`config.mk`:
```
export PLATFORM = sky130hd
export DESIGN_NAME = ntt_bank_map_gen
export DESIGN_NICKNAME = d
export VERILOG_FILES = /design/src/rtl/ntt_bank_map_gen.sv
export SDC_FILE = /design/constraint.sdc
export NUM_CORES = 1
export LEC_CHECK = 0
export CAP_MARGIN = 20
export CELL_PAD_IN_SITES_DETAIL_PLACEMENT = 0
export CELL_PAD_IN_SITES_GLOBAL_PLACEMENT = 1
export CORE_MARGIN = 2
export CORE_UTILIZATION = 25
export CTS_CLUSTER_SIZE = 30
export DETAILED_ROUTE_END_ITERATION = 6
export PLACE_DENSITY = 0.54
export SYNTH_ARGS = -nofsm -noshare
export SYNTH_HDL_FRONTEND = slang
export SYNTH_SLANG_ARGS = --single-unit
```
`constraint.sdc`:
```
create_clock -name clk -period 8.1 [get_ports clk]
set_clock_uncertainty 0.1 [all_clocks]
set_input_delay 1.62 -clock clk [delete_from_list [all_inputs] [get_ports clk]]
set_output_delay 1.62 -clock clk [all_outputs]
set_load 0.05 [all_outputs]
```
`src/rtl/ntt_bank_map_gen.sv`:
```
// ntt_bank_map_gen: for each beat, generates the coefficient indices, bank selects and
// bank row addresses for a multi-lane radix-2 NTT. It walks all LOGN stages, issuing
// P butterflies (2P coefficient slots) per beat through a two-stage pipeline that
// honours backpressure.
module ntt_bank_map_gen #(
  parameter int P     = 4,
  parameter int MAP   = 3,
  parameter int LOGN  = 8,
  parameter int ADDRW = LOGN - MAP
) (
  input  logic                          clk,
  input  logic                          rst_n,
  input  logic                          start,
  output logic                          busy,
  output logic                          out_valid,
  input  logic                          out_ready,
  output logic [2*P*MAP-1:0]            sel_bus,
  output logic [2*P*ADDRW-1:0]          addr_bus,
  output logic [((LOGN>1)?$clog2(LOGN):1)-1:0] stage,
  output logic                          last,
  output logic                          conflict,
  output logic                          done
);

  localparam int SLOTS = 2 * P;
  localparam int N     = 1 << LOGN;
  localparam int C     = N / SLOTS;
  localparam int CW    = (C > 1) ? $clog2(C) : 1;
  localparam int SW    = (LOGN > 1) ? $clog2(LOGN) : 1;
  localparam int NF    = (LOGN + MAP - 1) / MAP;
  localparam int PW    = NF * MAP;

  typedef enum logic [1:0] {IDLE, RUN, DRAIN, DONE} state_t;

  state_t                   state_q, state_d;
  logic [SW-1:0]            s_q, s_d;
  logic [CW-1:0]            c_q, c_d;
  logic                     issue;
  logic                     en;

  logic                     v1_q;
  logic [SLOTS*LOGN-1:0]    idx1_q, idx1_d;
  logic [SW-1:0]            stage1_q;
  logic                     last1_q;
  logic [LOGN-1:0]          lo;

  logic                     v2_q;
  logic [SLOTS*MAP-1:0]     sel_q, sel_d;
  logic [SLOTS*ADDRW-1:0]   addr_q, addr_d;
  logic                     conflict_q, conflict_d;
  logic [SW-1:0]            stage2_q;
  logic                     last2_q;
  logic [SLOTS-1:0][MAP-1:0] bank_d;

  // Lower index of butterfly j in beat c of stage s: i = (b/d)*2d + b%d, where d = N>>(s+1).
  // Because d is a power of two, the division and modulo reduce to a shift and a mask.
  function automatic logic [LOGN-1:0] pairLow(input logic [SW-1:0] s, input logic [CW-1:0] c,
                                              input int j);
    logic [LOGN-1:0] b;
    logic [LOGN-1:0] mask;
    int sh;
    sh   = LOGN - 1 - int'(s);
    b    = LOGN'(int'(c) * P + j);
    mask = (LOGN'(1) << sh) - LOGN'(1);
    return ((b >> sh) << (sh + 1)) | (b & mask);
  endfunction

  // Butterfly span d for stage s.
  function automatic logic [LOGN-1:0] stride(input logic [SW-1:0] s);
    return LOGN'(1) << (LOGN - 1 - int'(s));
  endfunction

  // Bank number: the sum of MAP-bit fields modulo 2^MAP. This spreads the two halves of
  // every butterfly across different banks in most stages.
  function automatic logic [MAP-1:0] bankOf(input logic [LOGN-1:0] x);
    logic [PW-1:0]  padded;
    logic [MAP-1:0] acc;
    padded = PW'(x);
    acc    = '0;
    for (int f = 0; f < NF; f++) acc = acc + padded[f*MAP +: MAP];
    return acc;
  endfunction

  // Both pipeline stages advance together whenever the output register is empty or being drained.
  assign en = !v2_q || out_ready;

  // Sequencing FSM: chooses the next state and decides whether a new beat enters S1.
  always_comb begin
    state_d = state_q;
    s_d     = s_q;
    c_d     = c_q;
    issue   = 1'b0;
    unique case (state_q)
      IDLE: begin
        if (start) begin
          state_d = RUN;
          s_d     = '0;
          c_d     = '0;
        end
      end
      RUN: begin
        if (en) begin
          issue = 1'b1;
          if (c_q == CW'(C - 1)) begin
            c_d = '0;
            if (s_q == SW'(LOGN - 1)) state_d = DRAIN;
            else                      s_d     = s_q + SW'(1);
          end else begin
            c_d = c_q + CW'(1);
          end
        end
      end
      DRAIN:   if (!v1_q && !v2_q) state_d = DONE;
      DONE:    state_d = IDLE;
      default: state_d = IDLE;
    endcase
  end

  // Index pairs for the beat currently addressed by the stage/beat counters.
  always_comb begin
    idx1_d = '0;
    lo     = '0;
    for (int j = 0; j < P; j++) begin
      lo = pairLow(s_q, c_q, j);
      idx1_d[(2*j)*LOGN +: LOGN]   = lo;
      idx1_d[(2*j+1)*LOGN +: LOGN] = lo + stride(s_q);
    end
  end

  // Bank select, row address and same-beat bank collision check for the beat held in S1.
  always_comb begin
    sel_d      = '0;
    addr_d     = '0;
    bank_d     = '0;
    conflict_d = 1'b0;
    for (int k = 0; k < SLOTS; k++) begin
      bank_d[k]                 = bankOf(idx1_q[k*LOGN +: LOGN]);
      sel_d[k*MAP +: MAP]       = bank_d[k];
      addr_d[k*ADDRW +: ADDRW]  = ADDRW'(idx1_q[k*LOGN +: LOGN] >> MAP);
    end
    for (int k = 0; k < SLOTS; k++) begin
      for (int m = k + 1; m < SLOTS; m++) begin
        if (bank_d[k] == bank_d[m]) conflict_d = 1'b1;
      end
    end
  end

  // State, counters and both pipeline stages; reset drops everything back to an idle, empty pipe.
  always_ff @(posedge clk or negedge rst_n) begin
    if (!rst_n) begin
      state_q    <= IDLE;
      s_q        <= '0;
      c_q        <= '0;
      v1_q       <= 1'b0;
      idx1_q     <= '0;
      stage1_q   <= '0;
      last1_q    <= 1'b0;
      v2_q       <= 1'b0;
      sel_q      <= '0;
      addr_q     <= '0;
      conflict_q <= 1'b0;
      stage2_q   <= '0;
      last2_q    <= 1'b0;
    end else begin
      state_q <= state_d;
      s_q     <= s_d;
      c_q     <= c_d;
      if (en) begin
        v1_q <= issue;
        if (issue) begin
          idx1_q   <= idx1_d;
          stage1_q <= s_q;
          last1_q  <= (c_q == CW'(C - 1));
        end
        v2_q <= v1_q;
        if (v1_q) begin
          sel_q      <= sel_d;
          addr_q     <= addr_d;
          conflict_q <= conflict_d;
          stage2_q   <= stage1_q;
          last2_q    <= last1_q;
        end
      end
    end
  end

  assign busy      = (state_q != IDLE);
  assign done      = (state_q == DONE);
  assign out_valid = v2_q;
  assign sel_bus   = sel_q;
  assign addr_bus  = addr_q;
  assign stage     = stage2_q;
  assign last      = last2_q;
  assign conflict  = conflict_q;

endmodule

```
# Word-level counts from Yosys, hierarchy flattened
# Cells that the tools add are included.
[word_totals] register_bits=149 input_bits=4 output_inout_bits=72
[classes] add_sub_neg=28 eq_ne=39 n_shift=9 muxes=45 bitwise=8 n_reduce_logical=12
[op_table] op="$shl A8 B32 Y8" n=4
[op_table] op="$shr A8 B32 Y8" n=3
[op_table] op="$eq A3 B3 Y1" n=28
[op_table] op="$add A32 B2 Y32 const B" n=1
[op_table] op="$add A8 B8 Y8" n=4
[op_table] op="$or A8 B8 Y8" n=4
[op_table] op="$shl A1 B32 Y8 const A" n=1
[op_table] op="$shr A7 B32 Y8" n=1
[op_table] op="$mux W1" n=30
[op_table] op="$add A3 B2 Y3" n=8
[op_table] op="$add A3 B3 Y3" n=8
[op_table] op="$and A8 B8 Y8" n=3
[op_table] op="$add A7 B2 Y8 const B" n=2
[op_table] op="$mux W5" n=3
[op_table] op="$mux W3" n=4
[op_table] op="$ne A2 B2 Y1 const B" n=6
[op_table] op="$mux W2" n=5
[op_table] op="$pmux W5 S2" n=1
[op_table] op="$reduce_and A5 Y1" n=2
[op_table] op="$add A7 B1 Y8 const B" n=1
[op_table] op="$and A7 B8 Y8" n=1
[op_table] op="$pmux W2 S4" n=1
[op_table] op="$sub A8 B2 Y8 const B" n=1
[op_table] op="$pmux W3 S2" n=1
[op_table] op="14 further kinds" n=18

# Logic depth before layout (Yosys ltp)
# Gate-level depths: netlist (run 1).
[depth] depth_word=31 depth_mapped=20 ltp_nobuf=16

# Worst setup path before layout (run 1)
# OpenSTA, ideal clock, no wires.
[synth_timing] path_type="reg2reg" from="reg s_q[0]" to="reg idx1_q[47]" setup_time_ns=0.130 arrival_ns=3.615 t_required_ns=7.870 slack_ns=4.255 stages_incl_launch_ff=20 n_path_buf=5 synth_period_minus_slack_ns=3.845 path_cell_list="dfrtp_1 > buf_6 > buf_6 > buf_2 > inv_1 > ha_1 > ha_1 > buf_2 > clkbuf_1 > o221ai_1 > a2bb2oi_1 > nor2_1 > nor3_1 > inv_1 > ha_1 > nand3_1 > o2111a_1 > o2bb2ai_1 > xor2_1 > o21ai_1"
[synth_via] elab_chain_len=6 elab_cells_between_ends=9 classes_between="add/sub (4); shift (3); bitwise (2)"
[synth_rtl] item="start, declared" line="36" rtl="logic [SW-1:0] s_q, s_d;"
[synth_rtl] item="start signal, assigned" line="152" rtl="s_q <= '0;"
[synth_rtl] item="start signal, assigned" line="166" rtl="s_q <= s_d;"
[synth_rtl] item="$sub A3 B3 Y4 (*)" line="62" rtl="sh = LOGN - 1 - int'(s);"
[synth_rtl] item="parallel branches: the longest is 3 deep, another holds $add A32 B2 Y32"
[synth_rtl] item="$or A8 B8 Y8 (*)" line="65" rtl="return ((b >> sh) << (sh + 1)) | (b & mask);"
[synth_rtl] item="named net idx1_d[36]" line="42" rtl="logic [SLOTS*LOGN-1:0] idx1_q, idx1_d;"
[synth_rtl] item="$add A8 B8 Y8 (*)" line="126" rtl="idx1_d[(2*j+1)*LOGN +: LOGN] = lo + stride(s_q);"
[synth_rtl] item="end signal, assigned" line="171" rtl="idx1_q <= idx1_d;"
[synth_rtl] item="end, declared" line="42"
# Mark *: on every way through the listed nets, which the timed path passes.
# A chain may end at the register's enable or synchronous reset.

# Final worst setup path (run 1)
[layout_timing] from="reg s_q[1]" to="reg idx1_q[47]"
# Same word-level chain as after synthesis.

==> reports/results.ini, run 1 <==
[placement]
post-place-ws_ns=3.58
io_buffers=75
gp_congestion=0.839
dp_hpwl_mm=20.3

[synthesis]
syn_avg_cell_area_um2=9.67
synth_cells=1000
synth_nets=1071
synth_area_mm2=0.00967
ys_ff_latch=149
synth_edf_count=0
yosys_warnings=0
synthFlopType=dfrtp_1
yosysSeqAreaShare_pct=38.6
synth-async-reset-ratio_pct=100
synth_cell_types=78

[setup_path]
rr_startpoint=s_q[1]
crit_fanout=37
worstPathRequired_ns=8.30
setup.worst_path.end_class=flip-flop
r2r_slack_ns=3.54
ff2ff_path_depth=17
crit_type=flip-flop to flip-flop
reg2reg_to=idx1_q[47]
arrival_ns=4.75
cp-start-kind=flip-flop

[clock_tree]
ctsHoldBuffers=0
clkTransAtPathRegs_ns=0.07
clockRootBuffer=clkbuf_16
cts_tree=built
cts_resized=0
clk_latency_ns=0.44
clkSinkCount=149
cts_made_buffers=17
cts_buffer_depth=2
post_cts_buffers=0
h-tree-depth=4

[floorplanning]
io-pin-count=76
core_mm2=0.0384
die_h_um=201
dieArea_mm2=0.0403
start_util_pct=25.2
num_rows=72
die_x_um=201

[sta]
tightest_slew_ns=0.905
fin_crit_sh_pct=56.2
hold_viol=0
finalSetupViolations=0
rsz0062_at_grt=false
fin_crit_ns=4.56
relSlewSlack_pct=39.2
max_freq_mhz=220
holdWs_ns=0.380
setup_ws_ns=3.54
maxSlewViolCount=0
setup_tns_ns=0

[global_route]
grt_max_degree=88
grt-ovfl-total=0
grt_usage_pct=14.0
grt_pass1_vias=7165
antenna_found_initial=0
grt_pass1_wl_mm=43.7

[route]
via_per_inst=4.48
wl_per_cell_um=17.4
routed.top_layer=met4
wl_met3_um=707
via_count=7048
wl_met2_mm=13.8
drt_iter0_markers=385
drt_wl_total_mm=27.4
met1_length_mm=12.6
ant_nets=0
dr.pass1.iters=4
route.detailed.drc=0

[hold_path]
holdPathEnd=idx1_q[12]
min_path_cells=2
worstHoldPathType=flip-flop to flip-flop
hold_start=idx1_q[12]

[run]
max_cap_violations=0

[outcome]
status=finished, final reports clean

[finish]
final_cell_mix=dfrtp_1 (149), nand2_1 (117), o21ai_0 (80)
multi_input_area_mm2=0.00537
nets=1112
final_common_cell=dfrtp_1
fill_cells=4079
antenna_cells=0
drive_above_1_share_pct=11.3
seqCellArea_mm2=0.00373
area_growth_pct=17.7

[pwr]
powerDensity_mw_per_mm2=479
ir_worst_vdd_mv=0.165
power_mw=5.45
leakagePower_nw=4.96

-- final cells by class --
class,count,share of cell area (%)
clock buffers,17,3.74
inverters,70,2.32
clock inverters,15,1.17
repair buffers,83,7.13
flip-flops and latches,149,32.8
multi-input cells,720,47.2
well taps,518,5.69
-- sequential cells by signal (all words and copies together), names as in the netlist --
| signal | count |
|---|---|
| idx1_q | 64 |
| state_q | 2 |
| conflict | 1 |
| last | 1 |
| out_valid | 1 |
| last1_q | 1 |
| stage | 3 |
| addr_bus | 40 |
| stage1_q | 3 |
| c_q | 5 |
| s_q | 3 |
| sel_bus | 24 |
| v1_q | 1 |
-- metal layers --
layer | vias to the layer above | track usage (%)
li1 | 3494 | -
met4 | 0 | 3.23
met2 | 77 | 24.3
met1 | 3457 | 18.4
met3 | 20 | 2.21
met5 | - | 0
-- critical path: stages (launching register included) --
cell and delay (ns):
dfrtp_1 0.32, buf_4 0.38, inv_1 0.21, ha_1 0.25, ha_1 0.66, nor3b_1 0.09, o21ai_0 0.15, o221ai_1 0.13
a2bb2oi_1 0.18, nor2_1 0.05, nor3_1 0.61, inv_1 0.10, ha_1 0.40, nand3_1 0.10, o2111a_1 0.28, o2bb2ai_1 0.14
xor2_1 0.15, o21ai_1 0.07
-- kinds of logic (layout without fill, tap and decap cells) --
group,Yosys count,after routing,share of synthesized area (%)
flops,149,149,38.6
compound gates,236,236,16.6
buf+inv,131,185,5.98
fa+ha+maj,67,67,10.1
simple gates,249,249,11.7
xor+xnor,119,119,11.3
mux,49,49,5.75
-- stage by stage --
stage	std cells	cell area (µm²)	util [%]
5_1_grt	1572	11400	29.7
3_5_place_dp	1540	10800	28.2
4_1_cts	1572	11400	29.7
3_3_place_gp	1540	10800	28.2
6_report	1572	11400	29.7
2_1_floorplan	1000	9670	-
-- power breakdown --
group / leakage (nW) / internal [mW] / switching (mW)
registers: 1.90 / 0.990 / 0.171
logic: 2.80 / 1.32 / 2.20
clock network: 0.266 / 0.404 / 0.370
-- synth_stat cells (4+ instances only) --
master / n / area share, %
dfrtp_1: 149 / 39
buf_2: 17 / 0.88
nand2_1: 119 / 4.6
nor3b_1: 6 / 0.47
o21ai_1: 6 / 0.31
and3_1: 4 / 0.26
buf_6: 5 / 0.58
xor2_1: 60 / 5.4
a211oi_1: 5 / 0.39
fa_1: 18 / 3.7
nor2_1: 56 / 2.2
clkbuf_1: 33 / 1.3
and2_1: 6 / 0.39
o22ai_1: 11 / 0.71
nand3b_1: 7 / 0.54
nand3_1: 11 / 0.57
o21ai_0: 80 / 4.1
a221oi_1: 15 / 1.4
o21bai_1: 4 / 0.31
inv_1: 68 / 2.6
a21o_1: 15 / 1.2
a31oi_1: 7 / 0.45
nor3_1: 10 / 0.52
a21oi_1: 48 / 2.5
mux2_2: 45 / 5.2
o21a_1: 5 / 0.39
xnor2_2: 4 / 0.67
ha_1: 49 / 6.3
xnor2_1: 54 / 4.9
nand2b_1: 6 / 0.39
o221ai_1: 4 / 0.36
nor2b_1: 7 / 0.45
-- worst max-delay path by stage --
stage | startpoint | end | slack (ns) | cells after the start
6_report | s_q[1] | idx1_q[47] | 3.54 | 17
5_1_grt | s_q[1] | idx1_q[47] | 3.20 | 17
4_1_cts | s_q[1] | idx1_q[47] | 3.56 | 17
3_5_place_dp | s_q[1] | idx1_q[47] | 3.58 | 17
3_3_place_gp | s_q[1] | idx1_q[47] | 3.66 | 17
2_1_floorplan | s_q[0] | idx1_q[47] | 4.26 | 19
No activity file was read; power rests on OpenSTA's default activity.
==> run 2: changes to the inputs <==
- PLACE_DENSITY: 0.54 -> 0.56
- clock period: 8.1 -> 3.7 ns (I/O delays scaled with it)
==> run 2 against run 1 <==
Setup slack worse by 3.3 ns. Final area increased by 2.5%. Largest power group unchanged. Wire length is 0.22% higher. Core utilization is 0.73 points higher. Register-to-register slack got worse by 3.3 ns.
==> reports/results.ini, run 2 (synthesized netlist as in run 1, its figures left out) <==
[outcome]
status=finished, final reports clean  ; unchanged

[setup_path]
worstPathRequired_ns=3.91  ; was 8.30 ns
setup.worst_path.end_class=flip-flop  ; unchanged
crit_type=flip-flop to flip-flop  ; unchanged
crit_buf_inv=3  ; unchanged
arrival_ns=3.64  ; was 4.75 ns
crit_chain=inv_1 -> ha_1 -> inv_1 -> or2_1 -> and2_1 -> a21oi_1 -> inv_1 -> ha_1 -> nand3_1 -> o2111a_1 -> o2bb2ai_1 -> xor2_1 -> o21ai_1  ; was buf_4 -> inv_1 -> ha_1 -> ha_1 -> nor3b_1 -> o21ai_0 -> o221ai_1 -> a2bb2oi_1 -> nor2_1 -> nor3_1 -> inv_1 -> ha_1 -> nand3_1 -> o2111a_1 -> o2bb2ai_1 -> xor2_1 -> o21ai_1
crit_fanout=10  ; was 37
slowest_stage=ha_1  ; unchanged
cp-start-kind=flip-flop  ; unchanged
critPathMostFrequentCell=inv_1  ; was ha_1
slowest_delay_ns=0.47  ; was 0.66 ns
cp_top_family=compound AO/OA/AOI/OAI gates  ; was adder cells

[clock_tree]
ctsHoldBuffers=0  ; unchanged
cts_buffer_depth=2  ; unchanged
cts_tree=built  ; unchanged
cts_made_buffers=17  ; unchanged
h-tree-depth=4  ; unchanged
post_cts_buffers=0  ; unchanged
clkTransAtPathRegs_ns=0.07  ; about the same
clockRootBuffer=clkbuf_16  ; unchanged
clk_latency_ns=0.44  ; about the same
clkSinkCount=149  ; unchanged

[route]
drt_wl_total_mm=27.5  ; was 27.4 mm
via_per_inst=4.49  ; was 4.48
ant_nets=0  ; unchanged
wl_per_cell_um=17.3  ; was 17.4 µm
route.detailed.drc=0  ; unchanged
drt_iter0_markers=379  ; was 385
via_count=7154  ; was 7,048
dr.pass1.iters=5  ; was 4

[global_route]
grt-ovfl-total=0  ; unchanged
grt_pass1_wl_mm=44.2  ; was 43.7 mm
antenna_found_initial=0  ; unchanged
grt_pass1_vias=7407  ; was 7,165
grt_usage_pct=14.1  ; was 14.0%
grt_max_degree=80  ; was 88

[pwr]
ir_worst_vdd_mv=0.382  ; was 0.165 mV
powerDensity_mw_per_mm2=1040  ; was 479 mW/mm²
leakagePower_nw=5.10  ; was 4.96 nW

[placement]
io_buffers=75  ; unchanged
gp_congestion=0.863  ; was 0.839
dpl_cell_area_mm2=0.0111  ; was 0.0108 mm²
dp_cells=1561  ; was 1,540
dp_hpwl_mm=21.0  ; was 20.3 mm
post-place-ws_ns=0.286  ; was 3.58 ns

[finish]
finalInstanceArea_mm2=0.0117  ; was 0.0114 mm²
antenna_cells=0  ; unchanged
fill_cells=4083  ; was 4,079
final_core_util_pct=30.4  ; was 29.7%
final_common_cell=dfrtp_1  ; unchanged
nets=1133  ; was 1,112
layout.cells.non_filler=1593  ; was 1,572
regMostFlops=idx1_q  ; unchanged
final_cell_mix=dfrtp_1 (149), nand2_1 (117), o21ai_0 (80)  ; unchanged
largest_register_ffs=64  ; unchanged
area_growth_pct=20.6  ; was 17.7%
drive_above_1_share_pct=13.1  ; was 11.3%

[sta]
hold_viol=0  ; unchanged
fin_crit_ns=3.43  ; was 4.56 ns
fin_crit_sh_pct=92.6  ; was 56.2%
setup_ws_ns=0.272  ; was 3.54 ns
tightest_slew_ns=1.00  ; was 0.905 ns
relSlewSlack_pct=32.8  ; was 39.2%
rsz0062_at_grt=false  ; unchanged
max_freq_mhz=292  ; was 220 MHz
maxSlewViolCount=0  ; unchanged
finalSetupViolations=0  ; unchanged
setup_tns_ns=0  ; unchanged

[floorplanning]
core_mm2=0.0384  ; unchanged
die_h_um=201  ; unchanged
io-pin-count=76  ; unchanged
dieArea_mm2=0.0403  ; unchanged
num_rows=72  ; unchanged
die_x_um=201  ; unchanged
start_util_pct=25.2  ; unchanged

[hold_path]
worstHoldPathType=primary input to async pin  ; was flip-flop to flip-flop

[run]
max_cap_violations=0  ; unchanged

==> run 2: final cells by class <==
class	instances	area, µm²	area share, %
Clock buffer	18	429	3.68
Clock inverter	14	166	1.43
Inverter	70	264	2.26
Multi-Input combinational cell	720	5380	46.1
Sequential cell	149	3730	32.0
Tap cell	518	648	5.56
Timing Repair Buffer	104	1040	8.96
==> run 2: metal layers <==
metal,up-vias,wire length (µm),part of all wire [%],track usage (%)
li1,3526,-,-,-
met5,-,0,0,0
met2,108,13500,49,23.7
met4,0,421,1.5,3.97
met3,25,768,2.8,2.19
met1,3495,12800,47,18.8
==> run 2: stage by stage <==
step | power, mW | hold slack [ns]
global route | 13.1 | 0.274
floorplan | 8.25 | 0.342
global placement | 10.3 | 0.363
finish | 12.2 | 0.212
CTS | 12.3 | 0.251
detailed placement | 10.4 | 0.368
==> run 2: report_power, final <==
group          internal, mW  switching, mW  leakage (nW)
Sequential             2.17          0.380          1.90
Clock                  1.01          0.791         0.282
Combinational          2.95           4.86          2.92
Total                  6.13           6.03          5.10
==> run 2: repair_timing <==
action	4_1_cts	5_1_grt
setup endpoints to repair	0	1
gates resized for setup	0	1
endpoints found under the hold margin	0	0
==> run 2: final timing paths <==
check	slack, ns	cells after the start	from	endpoint
worst max-delay path	0.27	13	s_q[1]	idx1_q[47]
worst min-delay path	0.21	1	rst_n	idx1_q[4]
worst max register to register	0.27	13	s_q[1]	idx1_q[47]
worst min register to register	0.38	2	sel_bus[8]	sel_bus[8]
max in group asynchronous	2.61	2	rst_n	c_q[1]
min in group clk	0.38	2	sel_bus[8]	sel_bus[8]
==> run 2: worst reg2reg max path: stages, from the launching register on <==
cell,delay [ns]
dfrtp_1,0.39
inv_1,0.07
ha_1,0.47
inv_1,0.20
or2_1,0.31
and2_1,0.17
a21oi_1,0.38
inv_1,0.09
ha_1,0.38
nand3_1,0.09
o2111a_1,0.27
o2bb2ai_1,0.15
xor2_1,0.15
o21ai_1,0.07
